<file path="config.mk">
export PLATFORM = sky130hd
export DESIGN_NAME = xadc_drp_arbiter_flat
export DESIGN_NICKNAME = d
export VERILOG_FILES = /design/src/rtl/xadc_drp_arbiter_if.sv /design/src/rtl/xadc_drp_arbiter.sv /design/src/flat_wrapper.sv
export SDC_FILE = /design/constraint.sdc
export NUM_CORES = 1
export LEC_CHECK = 0
export CAP_MARGIN = 30
export CORE_ASPECT_RATIO = 1.4
export CORE_MARGIN = 4
export CORE_UTILIZATION = 36
export CTS_CLUSTER_DIAMETER = 200
export DETAILED_ROUTE_END_ITERATION = 7
export PLACE_DENSITY = 0.74
export SYNTH_ARGS = -nofsm -noshare
export SYNTH_HDL_FRONTEND = slang
export SYNTH_SLANG_ARGS = --single-unit
</file>
<file path="constraint.sdc">
create_clock -name clk -period 2.6 [get_ports clk]
set_input_delay 0.52 -clock clk [delete_from_list [all_inputs] [get_ports clk]]
set_output_delay 0.52 -clock clk [all_outputs]
set_load 0.005 [all_outputs]
</file>
<file path="src/rtl/xadc_drp_arbiter_if.sv">
// ----------------------------------------------------------------------------
// xadc_drp_arbiter_if
// Requester-side bus of the XADC DRP arbiter. It carries the packed
// per-requester request fields and the completion/read-data return path.
// The master modport belongs to the requester cluster and the slave modport
// belongs to the arbiter.
// ----------------------------------------------------------------------------
interface xadc_drp_arbiter_if #(
  parameter int NUM_REQ = 3
);

  logic [NUM_REQ-1:0]    req_en;
  logic [NUM_REQ-1:0]    req_we;
  logic [7*NUM_REQ-1:0]  req_addr;
  logic [16*NUM_REQ-1:0] req_wdata;
  logic [NUM_REQ-1:0]    req_done;
  logic [NUM_REQ-1:0]    req_err;
  logic [15:0]           rdata;

  modport master (
    output req_en,
    output req_we,
    output req_addr,
    output req_wdata,
    input  req_done,
    input  req_err,
    input  rdata
  );

  modport slave (
    input  req_en,
    input  req_we,
    input  req_addr,
    input  req_wdata,
    output req_done,
    output req_err,
    output rdata
  );

endinterface

</file>
<file path="src/rtl/xadc_drp_arbiter.sv">
// ----------------------------------------------------------------------------
// xadc_drp_arbiter
// Round-robin arbiter that shares the single XADC DRP among NUM_REQ
// requesters. A granted access runs IDLE -> ISSUE -> (WAIT) -> DONE; DEN is
// driven for exactly the ISSUE cycle, read data is captured on DRDY and a
// one-cycle completion pulse is returned to the granted requester.
//
// Optional feature macro: XADC_DRP_TIMEOUT_EN
//   defined   : a WAIT-cycle counter aborts an access after TIMEOUT_CYCLES
//               cycles without DRDY, pulsing req_err and returning 16'hFFFF.
//   undefined : no counter, WAIT lasts until DRDY, req_err is tied low.
// ----------------------------------------------------------------------------
module xadc_drp_arbiter #(
  parameter int NUM_REQ        = 3,
  parameter int TIMEOUT_CYCLES = 255
) (
  input  logic                clk,
  input  logic                rst_n,
  xadc_drp_arbiter_if.slave   req_bus,
  output logic                drp_en,
  output logic                drp_we,
  output logic [6:0]          drp_addr,
  output logic [15:0]         drp_din,
  input  logic                drp_rdy,
  input  logic [15:0]         drp_dout,
  output logic                busy
);

  localparam int IDX_W = (NUM_REQ > 1) ? $clog2(NUM_REQ) : 1;

  typedef enum logic [1:0] {
    ST_IDLE  = 2'd0,
    ST_ISSUE = 2'd1,
    ST_WAIT  = 2'd2,
    ST_DONE  = 2'd3
  } state_t;

  state_t               state_q, state_d;
  logic [IDX_W-1:0]     grant_q, grant_d;
  logic [IDX_W-1:0]     last_grant_q, last_grant_d;
  logic                 drp_en_q, drp_en_d;
  logic                 drp_we_q, drp_we_d;
  logic [6:0]           drp_addr_q, drp_addr_d;
  logic [15:0]          drp_din_q, drp_din_d;
  logic [15:0]          rdata_q, rdata_d;
  logic [NUM_REQ-1:0]   req_done_q, req_done_d;
  logic                 busy_q, busy_d;

  logic                 win_found_s;
  logic [IDX_W-1:0]     win_idx_s;

`ifdef XADC_DRP_TIMEOUT_EN
  localparam logic [15:0] TMO_LAST = 16'(TIMEOUT_CYCLES - 1);

  logic [15:0]          tmo_cnt_q, tmo_cnt_d;
  logic [NUM_REQ-1:0]   req_err_q, req_err_d;
`endif

  // One-hot completion vector for the granted requester.
  function automatic logic [NUM_REQ-1:0] grant_onehot(input logic [IDX_W-1:0] idx);
    logic [NUM_REQ-1:0] vec;
    vec      = '0;
    vec[idx] = 1'b1;
    return vec;
  endfunction

  // Round-robin search: first set req_en bit starting after last_grant, wrapping.
  always_comb begin
    win_found_s = 1'b0;
    win_idx_s   = '0;
    for (int k = 1; k <= NUM_REQ; k++) begin
      int cand;
      cand = int'(last_grant_q) + k;
      if (cand >= NUM_REQ) begin
        cand = cand - NUM_REQ;
      end else begin
        cand = cand;
      end
      if (!win_found_s && req_bus.req_en[cand]) begin
        win_found_s = 1'b1;
        win_idx_s   = IDX_W'(cand);
      end else begin
        win_found_s = win_found_s;
      end
    end
  end

  // Next-state and registered-output logic for the access sequencer.
  always_comb begin
    state_d      = state_q;
    grant_d      = grant_q;
    last_grant_d = last_grant_q;
    drp_en_d     = 1'b0;
    drp_we_d     = drp_we_q;
    drp_addr_d   = drp_addr_q;
    drp_din_d    = drp_din_q;
    rdata_d      = rdata_q;
    req_done_d   = '0;
    busy_d       = 1'b1;
`ifdef XADC_DRP_TIMEOUT_EN
    tmo_cnt_d    = tmo_cnt_q;
    req_err_d    = '0;
`endif

    case (state_q)
      ST_IDLE: begin
        if (win_found_s) begin
          grant_d      = win_idx_s;
          last_grant_d = win_idx_s;
          drp_we_d     = req_bus.req_we[win_idx_s];
          drp_addr_d   = req_bus.req_addr[int'(win_idx_s)*7 +: 7];
          drp_din_d    = req_bus.req_wdata[int'(win_idx_s)*16 +: 16];
          drp_en_d     = 1'b1;
          state_d      = ST_ISSUE;
        end else begin
          busy_d       = 1'b0;
        end
      end

      ST_ISSUE: begin
        // DRDY coincident with DEN short-circuits the WAIT state.
        if (drp_rdy) begin
          rdata_d    = drp_dout;
          req_done_d = grant_onehot(grant_q);
          state_d    = ST_DONE;
        end else begin
          state_d    = ST_WAIT;
`ifdef XADC_DRP_TIMEOUT_EN
          tmo_cnt_d  = 16'd0;
`endif
        end
      end

      ST_WAIT: begin
        // DRDY takes priority over the final timeout count.
        if (drp_rdy) begin
          rdata_d    = drp_dout;
          req_done_d = grant_onehot(grant_q);
          state_d    = ST_DONE;
        end
`ifdef XADC_DRP_TIMEOUT_EN
        else if (tmo_cnt_q == TMO_LAST) begin
          rdata_d    = 16'hFFFF;
          req_done_d = grant_onehot(grant_q);
          req_err_d  = grant_onehot(grant_q);
          state_d    = ST_DONE;
        end else begin
          tmo_cnt_d  = tmo_cnt_q + 16'd1;
        end
`else
        else begin
          state_d    = ST_WAIT;
        end
`endif
      end

      ST_DONE: begin
        state_d = ST_IDLE;
        busy_d  = 1'b0;
      end

      default: begin
        state_d = ST_IDLE;
        busy_d  = 1'b0;
      end
    endcase
  end

  // State, grant bookkeeping and all registered outputs.
  always_ff @(posedge clk or negedge rst_n) begin
    if (!rst_n) begin
      state_q      <= ST_IDLE;
      grant_q      <= '0;
      last_grant_q <= IDX_W'(NUM_REQ - 1);
      drp_en_q     <= 1'b0;
      drp_we_q     <= 1'b0;
      drp_addr_q   <= 7'd0;
      drp_din_q    <= 16'd0;
      rdata_q      <= 16'd0;
      req_done_q   <= '0;
      busy_q       <= 1'b0;
    end else begin
      state_q      <= state_d;
      grant_q      <= grant_d;
      last_grant_q <= last_grant_d;
      drp_en_q     <= drp_en_d;
      drp_we_q     <= drp_we_d;
      drp_addr_q   <= drp_addr_d;
      drp_din_q    <= drp_din_d;
      rdata_q      <= rdata_d;
      req_done_q   <= req_done_d;
      busy_q       <= busy_d;
    end
  end

`ifdef XADC_DRP_TIMEOUT_EN
  // WAIT-cycle counter and error pulse register for the abort path.
  always_ff @(posedge clk or negedge rst_n) begin
    if (!rst_n) begin
      tmo_cnt_q <= 16'd0;
      req_err_q <= '0;
    end else begin
      tmo_cnt_q <= tmo_cnt_d;
      req_err_q <= req_err_d;
    end
  end

  assign req_bus.req_err = req_err_q;
`else
  assign req_bus.req_err = '0;
`endif

  assign req_bus.req_done = req_done_q;
  assign req_bus.rdata    = rdata_q;
  assign drp_en           = drp_en_q;
  assign drp_we           = drp_we_q;
  assign drp_addr         = drp_addr_q;
  assign drp_din          = drp_din_q;
  assign busy             = busy_q;

endmodule

</file>
<file path="src/flat_wrapper.sv">
// flat-port wrapper written by rule: the top's interface ports become plain ports
module xadc_drp_arbiter_flat 
#(
  parameter int NUM_REQ        = 3,
  parameter int TIMEOUT_CYCLES = 255
)
  (clk, rst_n, drp_en, drp_we, drp_addr, drp_din, drp_rdy, drp_dout, busy, req_bus_req_en, req_bus_req_we, req_bus_req_addr, req_bus_req_wdata, req_bus_req_done, req_bus_req_err, req_bus_rdata);
  xadc_drp_arbiter_if #(.NUM_REQ(NUM_REQ)) req_bus_i ();
  input  logic clk;
  input  logic rst_n;
  output logic drp_en;
  output logic drp_we;
  output logic [6:0] drp_addr;
  output logic [15:0] drp_din;
  input  logic drp_rdy;
  input  logic [15:0] drp_dout;
  output logic busy;
  input wire logic [$bits(req_bus_i.req_en)-1:0] req_bus_req_en;
  input wire logic [$bits(req_bus_i.req_we)-1:0] req_bus_req_we;
  input wire logic [$bits(req_bus_i.req_addr)-1:0] req_bus_req_addr;
  input wire logic [$bits(req_bus_i.req_wdata)-1:0] req_bus_req_wdata;
  output wire logic [$bits(req_bus_i.req_done)-1:0] req_bus_req_done;
  output wire logic [$bits(req_bus_i.req_err)-1:0] req_bus_req_err;
  output wire logic [$bits(req_bus_i.rdata)-1:0] req_bus_rdata;
  assign req_bus_i.req_en = req_bus_req_en;
  assign req_bus_i.req_we = req_bus_req_we;
  assign req_bus_i.req_addr = req_bus_req_addr;
  assign req_bus_i.req_wdata = req_bus_req_wdata;
  assign req_bus_req_done = req_bus_i.req_done;
  assign req_bus_req_err = req_bus_i.req_err;
  assign req_bus_rdata = req_bus_i.rdata;
  xadc_drp_arbiter #(.NUM_REQ(NUM_REQ), .TIMEOUT_CYCLES(TIMEOUT_CYCLES)) u_core (.clk(clk), .rst_n(rst_n), .req_bus(req_bus_i), .drp_en(drp_en), .drp_we(drp_we), .drp_addr(drp_addr), .drp_din(drp_din), .drp_rdy(drp_rdy), .drp_dout(drp_dout), .busy(busy));
endmodule
</file>
Yosys cells after proc, flatten, opt, wreduce, memory -nomap -nowiden
Cells that the tools add are included.
{ "op_classes": {"n_mux": 30, "shifts": 2, "add_sub_neg": 6, "n_lt_le_gt_ge": 9, "eq_ne": 4, "mul": 1, "reduce_logical": 9} }
{ "ops": {"columns": ["op", "n"], "rows": [
  ["$ge A32 B3 Y1 const B", 3],
  ["$lt A32 B4 Y1 const B", 3],
  ["$mux W32", 3],
  ["$sub A32 B3 Y32 const B", 3],
  ["$shiftx A48 B7 Y16", 1],
  ["$shiftx A21 B32 Y7", 1],
  ["$mux W1", 14],
  ["$bmux W1 S2", 4],
  ["$mux W2", 4],
  ["$add A2 B2 Y3 const B", 2],
  ["$lt A2 B3 Y1 const B", 2],
  ["$mux W3", 2],
  ["$pmux W2 S3", 1],
  ["$mul A2 B3 Y5 const B", 1],
  ["$eq A2 B2 Y1 const B", 2],
  ["$reduce_and A2 Y1", 2],
  ["$add A2 B1 Y3 const B", 1],
  ["$logic_and A1 B1 Y1", 3],
  ["$demux W1 S2", 1],
  ["$eq A2 B1 Y1 const B", 1],
  ["$ge A2 B1 Y1 const B", 1],
  ["$logic_not A1 Y1", 2],
  ["$logic_not A2 Y1", 1],
  ["$ne A2 B1 Y1 const B", 1],
  ["2 further kinds", 2]
]} }
{ "totals": {"elab_cells": 71, "register_bits": 51, "inputBits": 94, "out_inout_bits": 48} }

Depth between registers and ports, before layout
Gate-level depths: netlist of run 1.
{ "depth": {"ltp_word": 15, "depth_mapped": 12} }

Least setup slack after synthesis of run 1
Ideal clock, no wire load.
{ "synth_timing": {"path_type": "reg-to-reg", "start": "register u_core.last_grant_q[1]", "end": "register u_core.drp_din_q[10], in the netlist u_core.drp_din[10]", "path_slack_ns": 0.140, "stages_incl_launch_ff": 10, "arrival_ns": 2.318, "setup_ns": 0.142, "path_cell_list": "dfstp_2 -> inv_1 -> ha_1 -> buf_4 -> mux2i_4 -> a21oi_2 -> o32ai_4 -> buf_6 -> mux2i_1 -> o221ai_2"} }
{ "synth_via": {"elab_chain_cells": 14, "word_cells_on_any_way": 33} }
{ "synth_rtl": {"columns": ["element", "line", "rtl"], "rows": [
  ["start: declaration", "xadc_drp_arbiter.sv:40", "logic [IDX_W-1:0] last_grant_q, last_grant_d;"],
  ["start signal: assignment", "xadc_drp_arbiter.sv:174", "last_grant_q <= IDX_W'(NUM_REQ - 1);"],
  ["start signal: assignment", "xadc_drp_arbiter.sv:185", "last_grant_q <= last_grant_d;"],
  ["$add A2 B1 Y3", "xadc_drp_arbiter.sv:73", "cand = int'(last_grant_q) + k;"],
  ["$sub A32 B3 Y32 / $ge A32 B3 Y1 (equally long branches)", "xadc_drp_arbiter.sv:75, xadc_drp_arbiter.sv:74", null],
  ["$mux W32", "xadc_drp_arbiter.sv:74", "if (cand >= NUM_REQ) begin"],
  ["$bmux W1 S2", "xadc_drp_arbiter.sv:79", "if (!win_found_s && req_bus.req_en[cand]) begin"],
  ["$mux W1 (not written as such) (2 in series)", "xadc_drp_arbiter.sv:79", null],
  ["$mux W1", "xadc_drp_arbiter.sv:79", null],
  ["$logic_not A1 Y1", "xadc_drp_arbiter.sv:79", null],
  ["$logic_and A1 B1 Y1", "xadc_drp_arbiter.sv:79", null],
  ["$mux W1", "xadc_drp_arbiter.sv:79", null],
  ["$logic_not A1 Y1", "xadc_drp_arbiter.sv:79", null],
  ["$logic_and A1 B1 Y1", "xadc_drp_arbiter.sv:79", null],
  ["$mux W2 / $mux W1 (equally long branches)", "xadc_drp_arbiter.sv:79", null],
  ["$shiftx A48 B7 Y16 / $reduce_and A2 Y1 (equally long branches)", null, null],
  ["end signal: assignment", "xadc_drp_arbiter.sv:189", "drp_din_q <= drp_din_d;"],
  ["end: declaration", "xadc_drp_arbiter.sv:44", "logic [15:0] drp_din_q, drp_din_d;"]
]} }
Several ways; a longest one is shown, not always the timed one. The select of a mux whose other input is x is not followed.
A chain may end at the register's enable or synchronous reset.

Worst setup path after layout of run 1
{ "layout_timing": {"start": "register u_core.last_grant_q[1]", "end": "register u_core.drp_addr_q[4], in the netlist u_core.drp_addr[4]"} }
{ "layout_via": {"elab_chain_cells": 15, "word_cells_on_any_way": 34} }
{ "layout_rtl": {"columns": ["element", "line", "rtl"], "rows": [
  ["$add A2 B1 Y3", "xadc_drp_arbiter.sv:73", null],
  ["$sub A32 B3 Y32 / $ge A32 B3 Y1 (equally long branches)", "xadc_drp_arbiter.sv:75, xadc_drp_arbiter.sv:74", null],
  ["$mux W32", "xadc_drp_arbiter.sv:74", null],
  ["$bmux W1 S2", "xadc_drp_arbiter.sv:79", null],
  ["$mux W1 (not written as such) (2 in series)", "xadc_drp_arbiter.sv:79", null],
  ["$mux W1", "xadc_drp_arbiter.sv:79", null],
  ["$logic_not A1 Y1", "xadc_drp_arbiter.sv:79", null],
  ["$logic_and A1 B1 Y1", "xadc_drp_arbiter.sv:79", null],
  ["$mux W1", "xadc_drp_arbiter.sv:79", null],
  ["$logic_not A1 Y1", "xadc_drp_arbiter.sv:79", null],
  ["$logic_and A1 B1 Y1", "xadc_drp_arbiter.sv:79", null],
  ["$mux W2", "xadc_drp_arbiter.sv:79", null],
  ["$mul A2 B3 Y5", "xadc_drp_arbiter.sv:111", "drp_addr_d = req_bus.req_addr[int'(win_idx_s)*7 +: 7];"],
  ["$shiftx A21 B32 Y7", "xadc_drp_arbiter.sv:111", null],
  ["end signal: assignment", "xadc_drp_arbiter.sv:188", "drp_addr_q <= drp_addr_d;"],
  ["end: declaration", "xadc_drp_arbiter.sv:43", "logic [6:0] drp_addr_q, drp_addr_d;"]
]} }
Several ways; a longest one is shown, not always the timed one. The select of a mux whose other input is x is not followed.

==> qor.txt, run 1 <==
status = completed
Post-DP HPWL = 6120 µm
YS warnings = 0
worst relative slew slack = 52.2%
share of cells above drive strength 1 = 15.0%
CP Launch Type = flop
Clock Sinks = 50
switching portion of total power = 35.4%
drt total wl = 8260 µm
Multi-input gate area = 0.00123 mm²
final setup TNS = 0 ns
Via Count = 2361
Synth top area share = 45.9%
wire length per cell = 17.1 µm
mean post-synth cell area = 11.1 µm²
Hold Violations, Final = 0
sequential share of the synthesized area = 46.9%
Die X = 80.8 µm
area of placed instances = 0.00419 mm²
Least-Margin Pin Slew = 0.715 ns
min cycle time layout = 2.48 ns
# rows = 36
P_int = 3320 µW
initial antenna violation count = 0
RR Startpoint = u_core.last_grant_q[1]$_DFFE_PN1P_
area of the core = 0.00712 mm²
Final period util = 95.3%
gp weighted congestion = 0.843
clock slew seen by the registers of the worst setup and hold paths = 0.09 ns
vias per cell = 4.90
Crit path required time = 2.78 ns
Critical Path AT = 2.66 ns
H-tree Lvls = 2
P_leak = 0.00194 µW
Hold Buf Count CTS = 0
final core occ = 61.8%
MaxCap Viol Count = 0
ANT cells = 0
worst hold-check path type = in2async
Worst Clk Skew = 0.00342 ns
Pwr per Cell Area = 1170 mW/mm²
DRC errors left = 0
GRT overflow = 0
antenna viol nets, final = 0
first-pass GRT wire length = 12200 µm
DRT Pass-1 Iters = 4
Slew Viols, Final = 0
Reg2Reg Setup Slack = 0.12 ns
Seq cells post-synth = 50
Total GRT Usage = 18.4%
clock share of power = 10.9%
Chip Height = 110 µm
FF+latch area = 0.00125 mm²
Iteration-0 DRC Markers = 100
switching pwr = 1820 µW
Synth cell types = 33
Yosys top cell by area = dfrtp_1
Seq pwr share = 26.3%
final setup vio count = 0
Peak VDD IR = 0.515 mV
Synth area leaders = dfrtp_1, mux2i_1, o221ai_2
critical path class = reg2reg
largest net degree at the start of global routing = 29
root buffer cell = clkbuf_8
max frequency = 404 MHz
worst-path fanout max = 6
number of cells on the worst reg-to-reg path = 9
Final Instance Area = 0.00440 mm²
Min Hold Slack = 0.226 ns
fin nets = 486
CTS tree = done
Worst Setup End Kind = flop
Initial Utilization = 37.6%
Layout area overhead = 64.5%
fillers = 636
clk buf depth = 2
clock latency on the worst-skew pair = 0.30 ns
Comb power frac = 62.8%
Reg-to-Reg End = u_core.drp_addr[4]$_DFFE_PN0P_
Num CTS Buffers = 5
I/O pins = 142
post-synthesis cell count = 240
vias in the first global route = 2442
area of the die = 0.00889 mm²
synthesized cell area = 0.00267 mm²
I/O Buffers = 138
-- cells by family (layout without fill, tap and decap cells) --
group,after synthesis,count (layout),synth area share [%]
AO/OA/AOI/OAI,40,40,15.4
adder cells (fa/ha/maj),6,6,2.81
buffers and inverters,46,191,8.10
flip-flops,50,50,46.9
multiplexers,46,46,18.4
other,1,3,0.140
AND/OR/NAND/NOR,51,51,8.24
-- final cells by class --
type	count	area share [%]
Clock buffer	6	1.65
Clock inverter	2	0.882
Inverter	31	2.65
Multi-Input combinational cell	146	27.9
Sequential cell	50	28.5
Tap cell	95	2.70
Timing Repair Buffer	152	35.7
-- state kept, by name (all words and copies together) (netlist names) --
signal / cells
u_core.req_bus.rdata: 16
u_core.grant_q: 1
u_core.drp_addr: 7
u_core.req_bus.req_done: 3
u_core.last_grant_q: 2
u_core.state_q: 2
u_core.drp_we: 1
u_core.busy: 1
u_core.drp_en: 1
u_core.drp_din: 16
-- layout by cell type (no fill, tap or decap), drive strengths merged --
master         count
a21oi              2
a32o               1
and3               1
buf               13
bufinv             1
clkbuf             8
clkdlybuf4s50    137
clkinv             1
conb               3
dfrtp             49
dfstp              1
ha                 6
inv               31
mux2              16
mux2i             30
nand2             35
nand2b             4
nand3              2
nor2               3
nor2b              1
nor3               3
nor3b              2
o21a               1
o21ai              9
o21bai             1
o221ai            24
o22a               1
o32ai              1
-- synth_stat cells, drive strengths merged --
| master | n |
|---|---|
| a32o | 1 |
| mux2 | 16 |
| o221ai | 24 |
| nor3b | 2 |
| a21oi | 2 |
| nor3 | 3 |
| buf | 14 |
| nor2b | 1 |
| dfstp | 1 |
| ha | 6 |
| o21a | 1 |
| nand2 | 35 |
| conb | 1 |
| nor2 | 3 |
| mux2i | 30 |
| o21bai | 1 |
| and3 | 1 |
| o21ai | 9 |
| inv | 31 |
| dfrtp | 49 |
| o22a | 1 |
| clkbuf | 1 |
| nand2b | 4 |
| nand3 | 2 |
| o32ai | 1 |
-- worst max-delay path by stage --
stage | cells after the start | to | slack, ns | startpoint
6_report | 9 | u_core.drp_addr[4]$_DFFE_PN0P_ | 0.12 | u_core.last_grant_q[1]$_DFFE_PN1P_
5_1_grt | 10 | u_core.drp_addr[0]$_DFFE_PN0P_ | -0.01 | u_core.last_grant_q[1]$_DFFE_PN1P_
4_1_cts | 9 | u_core.drp_we$_DFFE_PN0P_ | 0.009 | u_core.last_grant_q[1]$_DFFE_PN1P_
3_5_place_dp | 8 | u_core.drp_addr[5]$_DFFE_PN0P_ | -0.02 | req_bus_req_en[1]
3_3_place_gp | 8 | u_core.drp_addr[0]$_DFFE_PN0P_ | 0.06 | req_bus_req_en[1]
2_1_floorplan | 9 | u_core.drp_din[10]$_DFFE_PN0P_ | 0.14 | u_core.last_grant_q[1]$_DFFE_PN1P_
-- metal layers --
layer	track usage (%)	share of wire, %	routed length [µm]	up-vias
met2	34.0	58	4760	71
li1	-	-	-	1120
met3	4.10	4.8	400	11
met5	0	0	0	-
met4	6.88	2.1	173	0
met1	20.2	35	2920	1159
-- critical path, cell delays in order, from the launching register on --
cell and delay [ns]:
dfstp_2 0.55, inv_1 0.09, ha_4 0.32, mux2i_2 0.24, o21ai_1 0.16, o32ai_4 0.33, buf_12 0.16, clkbuf_16 0.15
mux2i_1 0.23, o221ai_2 0.10
-- power groups by stage --
| stage | clock, µW | combinational [µW] | sequential [µW] |
|---|---|---|---|
| floorplan | 0 | 1670 | 1380 |
| finish | 559 | 3230 | 1350 |
| global route | 608 | 3500 | 1400 |
| global placement | 0 | 2900 | 1360 |
| detailed placement | 0 | 2940 | 1370 |
| CTS | 578 | 2950 | 1360 |
-- per-stage QoR --
stage | worst slack [ns] | power (µW) | std cells
2_1_floorplan | 0.140 | 3050 | 242
3_3_place_gp | 0.0607 | 4250 | 470
3_5_place_dp | -0.0198 | 4300 | 470
4_1_cts | 0.00934 | 4880 | 478
5_1_grt | -0.0141 | 5510 | 482
6_report | 0.122 | 5140 | 482
-- what timing repair did --
| action | CTS | global route |
|---|---|---|
| buffers inserted | 0 | 1 |
| resized for setup | 0 | 3 |
| endpoints found under the setup margin | 0 | 25 |
(Power assumes the default switching activity.)
==> run 2: changes to the inputs <==
CAP_MARGIN = not set   (was 30)
==> results of run 2 <==
The final DEF is identical to that of run 1; final timing and power are the same.
==> run 3: changes to the inputs <==
CAP_MARGIN = 20   (was not set)
GPL_ROUTABILITY_DRIVEN = 0   (was not set)
==> results of run 3 <==
The final DEF is identical to that of run 1; final timing and power are the same.
